## config.mk

```make
export PLATFORM = sky130hd
export DESIGN_NAME = seq_mag_comparator
export DESIGN_NICKNAME = d
export VERILOG_FILES = /design/src/rtl/seq_mag_comparator.sv
export SDC_FILE = /design/constraint.sdc
export NUM_CORES = 1
export LEC_CHECK = 0
export BUFFER_PORTS_ARGS = -buffer_cell sky130_fd_sc_hd__clkbuf_2
export CORE_MARGIN = 2
export CORE_UTILIZATION = 45
export CTS_CLUSTER_SIZE = 25
export DETAILED_ROUTE_END_ITERATION = 10
export PLACE_DENSITY = 0.72
export SKIP_CTS_REPAIR_TIMING = 1
export SLEW_MARGIN = 20
export SYNTH_ARGS = -nofsm -noshare
export SYNTH_HDL_FRONTEND = slang
export SYNTH_SLANG_ARGS = --single-unit
```

## constraint.sdc

```tcl
create_clock -name clk -period 5.4 [get_ports clk]
set_clock_uncertainty 0.05 [all_clocks]
set_input_delay 0.27 -clock clk [delete_from_list [all_inputs] [get_ports clk]]
set_output_delay 0.27 -clock clk [all_outputs]
set_load 0.01 [all_outputs]
```

## src/rtl/seq_mag_comparator.sv

```systemverilog
// seq_mag_comparator: multi-cycle magnitude compare, SLICE bits per cycle,
// MSB slice first, early exit on the first unequal slice.
//
// Ports:
//   clk, rst      clock; asynchronous active-high reset
//   start         request a compare (sampled only while busy=0)
//   signed_mode   two's-complement compare (only when CMP_SIGNED_EN is defined)
//   a, b          operands, latched on the accepting edge
//   busy          compare in progress
//   done          one-cycle pulse, eq/gt/lt updated in this cycle
//   eq, gt, lt    last result, held until the next done
//
// Optional feature macro: CMP_SIGNED_EN (adds signed_mode).

module seq_mag_comparator #(
  parameter int WIDTH = 16,
  parameter int SLICE = 4
) (
  input  logic             clk,
  input  logic             rst,
  input  logic             start,
`ifdef CMP_SIGNED_EN
  input  logic             signed_mode,
`endif
  input  logic [WIDTH-1:0] a,
  input  logic [WIDTH-1:0] b,
  output logic             busy,
  output logic             done,
  output logic             eq,
  output logic             gt,
  output logic             lt
);

  localparam int NSLICE = WIDTH / SLICE;
  localparam int CW     = (NSLICE > 1) ? $clog2(NSLICE) : 1;
  localparam logic [CW-1:0]    LAST = CW'(NSLICE - 1);
  localparam logic [WIDTH-1:0] MSB  = WIDTH'(1) << (WIDTH - 1);

  typedef enum logic {
    IDLE,
    CMP
  } state_t;

  state_t           state_q, state_d;
  logic [CW-1:0]    cnt_q, cnt_d;
  logic [WIDTH-1:0] a_q, a_d;
  logic [WIDTH-1:0] b_q, b_d;
  logic             done_q, done_d;
  logic             eq_q, eq_d;
  logic             gt_q, gt_d;
  logic             lt_q, lt_d;

  logic [WIDTH-1:0] flip;
  logic [WIDTH-1:0] a_sh;
  logic [WIDTH-1:0] b_sh;
  logic [SLICE-1:0] sa;
  logic [SLICE-1:0] sb;
  logic             last;

  // Flipping the sign bit maps two's complement onto unsigned order,
  // so the slice compare itself never needs to know about signedness.
`ifdef CMP_SIGNED_EN
  assign flip = signed_mode ? MSB : '0;
`else
  assign flip = '0;
`endif

  assign a_sh = a_q >> (int'(cnt_q) * SLICE);
  assign b_sh = b_q >> (int'(cnt_q) * SLICE);
  assign sa   = a_sh[SLICE-1:0];
  assign sb   = b_sh[SLICE-1:0];
  assign last = (cnt_q == '0);

  always_ff @(posedge clk or posedge rst) begin
    if (rst) begin
      state_q <= IDLE;
      cnt_q   <= '0;
      a_q     <= '0;
      b_q     <= '0;
      done_q  <= 1'b0;
      eq_q    <= 1'b0;
      gt_q    <= 1'b0;
      lt_q    <= 1'b0;
    end else begin
      state_q <= state_d;
      cnt_q   <= cnt_d;
      a_q     <= a_d;
      b_q     <= b_d;
      done_q  <= done_d;
      eq_q    <= eq_d;
      gt_q    <= gt_d;
      lt_q    <= lt_d;
    end
  end

  always_comb begin
    state_d = state_q;
    cnt_d   = cnt_q;
    a_d     = a_q;
    b_d     = b_q;
    done_d  = 1'b0;
    eq_d    = eq_q;
    gt_d    = gt_q;
    lt_d    = lt_q;
    unique case (state_q)
      IDLE: begin
        if (start) begin
          a_d     = a ^ flip;
          b_d     = b ^ flip;
          cnt_d   = LAST;
          state_d = CMP;
        end
      end
      CMP: begin
        unique case (1'b1)
          (sa > sb): begin
            {eq_d, gt_d, lt_d} = 3'b010;
            done_d  = 1'b1;
            state_d = IDLE;
          end
          (sa < sb): begin
            {eq_d, gt_d, lt_d} = 3'b001;
            done_d  = 1'b1;
            state_d = IDLE;
          end
          (sa == sb && last): begin
            {eq_d, gt_d, lt_d} = 3'b100;
            done_d  = 1'b1;
            state_d = IDLE;
          end
          default: begin
            cnt_d = cnt_q - CW'(1);
          end
        endcase
      end
      default: state_d = IDLE;
    endcase
  end

  assign busy = (state_q == CMP);
  assign done = done_q;
  assign eq   = eq_q;
  assign gt   = gt_q;
  assign lt   = lt_q;

endmodule

```

==> out/qor.log <==
INFO  logic_synthesis synth_common_cells=sky130_fd_sc_hd__dfrtp_1 (39), sky130_fd_sc_hd__mux2_2 (32), sky130_fd_sc_hd__inv_1 (8), sky130_fd_sc_hd__mux4_2 (8)
INFO  placement      finalWeightedCongestion=0.808
INFO  sta            worst_slew_pin_slew=0.558ns
INFO  routing        drt_first_iter_violations=51
INFO  setup_path     ff2ff_setup_slack=2.70ns
INFO  placement      place_hpwl=2370um
INFO  setup_path     path_delay_family=multiplexers
INFO  setup_path     worst_setup_path_startpoint=cnt_q[0]
INFO  clock_network  clkSlewWorstSetupHoldPaths=0.07ns
INFO  clock_network  cts_max_level=2
INFO  routing        detailroute.wirelength.met3=114um
INFO  routing        num_vias=1115
INFO  die            top_level_ports=40
INFO  layout         instances_no_fill=216
INFO  logic_synthesis syn-cell-area=1820um2
INFO  setup_path     worstReg2RegStart=cnt_q[0]
INFO  routing        drt.antenna.violating_nets=0
INFO  routing        routed_via_density=5.16
INFO  power          fraction_of_power_spent_switching_nets=27.9%
INFO  sta            slew-limit-headroom=62.8%
INFO  power          p_leak=1.01nW
INFO  logic_synthesis yosysTopAreaCell=sky130_fd_sc_hd__dfrtp_1
INFO  global_routing grt_pass1_wl=5310um
INFO  layout         multi_input_comb_area=790um2
INFO  global_routing grt-ovfl-total=0
INFO  run            max_cap_violations=0
INFO  setup_path     cp_max_fo=11
INFO  setup_path     crit_chain=mux4_2 > ha_1 > nand4_1 > a2111oi_4 > mux2i_1
INFO  logic_synthesis postSynthCellCount=123
INFO  routing        post-route-drc-count=0
INFO  layout         layout-drive-gt1-share=54.8%
INFO  logic_synthesis synthTopCellsByArea=sky130_fd_sc_hd__dfrtp_1 (54%), sky130_fd_sc_hd__mux2_2 (20%), sky130_fd_sc_hd__mux4_2 (9.9%), sky130_fd_sc_hd__ha_1 (3.4%), sky130_fd_sc_hd__inv_1 (1.6%)
INFO  die            die_height=67.6um
INFO  layout         synthToLayoutAreaGrowth=19.0%
INFO  routing        drt-met1-wl=1260um
INFO  clock_network  cts-root-to-sink-buffers=2
INFO  setup_path     worstSetupStartpointType=register
INFO  sta            timing.fmax=371MHz
INFO  global_routing antenna_found_initial=0
INFO  power          pwr-share-clk=24.9%
INFO  setup_path     worstSetupEndpointType=register
INFO  layout         ff_latch_area=976um2
INFO  layout         fillCellCount=328
INFO  clock_network  cts_tree=built
INFO  layout         layout.nets=205
INFO  placement      placed_cell_area=2070um2
INFO  power          p_seq_share=47.1%
INFO  die            rows=23
INFO  logic_synthesis synth_seq_area_share=53.6%
INFO  routing        met2_wire_length=1680um
INFO  clock_network  number_of_cts_inserted_buffers=5
INFO  logic_synthesis synth.distinct_cells=26
INFO  setup_path     cp.buffers_inverters=0
INFO  logic_synthesis synth-edff-count=0
INFO  routing        pre_antenna_drt_iters=4
INFO  placement      port_buffers=39
INFO  routing        wl_per_cell=14.3um
INFO  sta            final_hold_slack=0.0246ns
INFO  sta            slew_violations=0
INFO  logic_synthesis synth_seq_cells=39
INFO  sta            min_period_over_period=49.9%
INFO  die            dieArea=4570um2
INFO  power          ir_drop=0.000215V
INFO  sta            setup_repair_after_global_routing_missed_its_margin=false
INFO  power          powerDensity=389nW/um2
INFO  layout         antennaDiodeCount=0
INFO  die            die_width=67.6um
INFO  clock_network  clock_insertion_delay_worst_skew=0.28ns
INFO  clock_network  cts_num_sinks=39
INFO  power          net-switching-power=0.000235W
INFO  logic_synthesis synthMostInstantiatedCell=sky130_fd_sc_hd__dfrtp_1
INFO  setup_path     critPathRequiredTime=5.56ns
INFO  logic_synthesis synth.yosys.warnings=0
INFO  global_routing number_of_global_route_vias_before_repair=1199
INFO  routing        maxUsedRoutingLayer=met4
INFO  setup_path     reg2reg_depth=5
INFO  sta            finalHoldViolations=0
INFO  clock_network  cts.root.buffer_cell=sky130_fd_sc_hd__clkbuf_8
INFO  status         outcome=completed
INFO  power          design_power_total=0.000844W
INFO  global_routing global_route.usage.total=16.2%
INFO  die            initial_utilization=46.2%
INFO  setup_path     rr_endpoint=cnt_q[0]
INFO  setup_path     worstSetupPathType=register to register
INFO  logic_synthesis synth_nets=163
INFO  power          internal_power_consumption=0.000609W
INFO  setup_path     worst_path_max_delay_cell=sky130_fd_sc_hd__dfrtp_1
INFO  logic_synthesis synthFlopType=sky130_fd_sc_hd__dfrtp_1
INFO  global_routing grt_max_degree=40
INFO  logic_synthesis synth-async-reset-ratio=100%
INFO  min_path       worstHoldPathType=input pin to asynchronous set/reset pin
INFO  die            core_region_area=3940um2
INFO  sta            fin_setup_tns=0ns
INFO  sta            setup_viol_count_final=0
INFO  power          power.combinational.fraction=28.0%
INFO  sta            period_needed=2.70ns
INFO  routing        drt-total-wl=3100um
INFO  setup_path     critPathArrivalTime=2.85ns
INFO  logic_synthesis yosys.area.top_type_share=53.6%
INFO  layout         finish.instance_area=2170um2
INFO  placement      numPlacedInstances=208
INFO  logic_synthesis avg_synthesized_cell_area=14.8um2
INFO  setup_path     crit_path_max_incr_delay=0.70ns
==> routing by layer <==
layer | global-route usage [%] | vias up
li1 | - | 532
met1 | 18.6 | 555
met2 | 28.1 | 23
met3 | 4.17 | 5
met4 | 7.40 | 0
met5 | 0 | -
==> cells by family after synthesis <==
logic type	Yosys count	share of synthesized area, %
buffers and inverters	14	3.23
and+or+nand+nor	13	4.12
AOI/OAI and AO/OA	10	4.88
muxes	42	30.8
DFF	39	53.6
adders and majority gates	5	3.43
==> power groups by stage <==
stage / Combinational, W / Sequential (W) / Clock (W)
6_report: 0.000236 / 0.000398 / 0.000210
5_1_grt: 0.000265 / 0.000409 / 0.000228
4_1_cts: 0.000240 / 0.000400 / 0.000215
3_5_place_dp: 0.000239 / 0.000406 / 0
3_3_place_gp: 0.000228 / 0.000403 / 0
2_1_floorplan: 0.000190 / 0.000389 / 0
==> placed cells by master, fill, tap and decap left out, types with 2 or more instances in the layout <==
cell and n:
sky130_fd_sc_hd__mux4_2 8, sky130_fd_sc_hd__dfrtp_1 39, sky130_fd_sc_hd__clkbuf_8 7, sky130_fd_sc_hd__buf_4 2, sky130_fd_sc_hd__nor2_1 2, sky130_fd_sc_hd__mux2_2 32
sky130_fd_sc_hd__clkbuf_2 39, sky130_fd_sc_hd__mux2i_1 2, sky130_fd_sc_hd__nand2_1 2, sky130_fd_sc_hd__a21oi_1 3, sky130_fd_sc_hd__ha_1 5, sky130_fd_sc_hd__inv_1 8
==> worst reg2reg max path: stages, from the launching register on <==
cell and delay (ns):
sky130_fd_sc_hd__dfrtp_1 0.70, sky130_fd_sc_hd__mux4_2 0.59, sky130_fd_sc_hd__ha_1 0.34, sky130_fd_sc_hd__nand4_1 0.24, sky130_fd_sc_hd__a2111oi_4 0.48, sky130_fd_sc_hd__mux2i_1 0.23
==> final cells by class <==
type                            count  share of cell area, %
Clock buffer                        8                   4.62
Inverter                            8                   1.38
Multi-Input combinational cell     70                   36.4
Sequential cell                    39                   45.0
Tap cell                           50                   2.89
Timing Repair Buffer               41                   9.69
==> worst max path at each step <==
| stage | end | cells past startpoint |
|---|---|---|
| global route | cnt_q[0] | 5 |
| finish | cnt_q[0] | 5 |
| detailed placement | busy | 6 |
| floorplan | busy | 7 |
| CTS | busy | 6 |
| global placement | busy | 6 |
==> state kept, by name, indices dropped and copies added (netlist names) <==
register	flops
a_q	16
b_q	16
eq	1
done	1
lt	1
cnt_q	2
gt	1
busy	1
==> per-stage QoR <==
step / util [%] / setup slack [ns]
CTS: 55.0 / 2.65
global placement: 52.5 / 2.75
floorplan: - / 2.95
detailed placement: 52.5 / 2.66
finish: 55.0 / 2.70
global route: 55.0 / 2.44
Power figures use the tool's default switching activity.
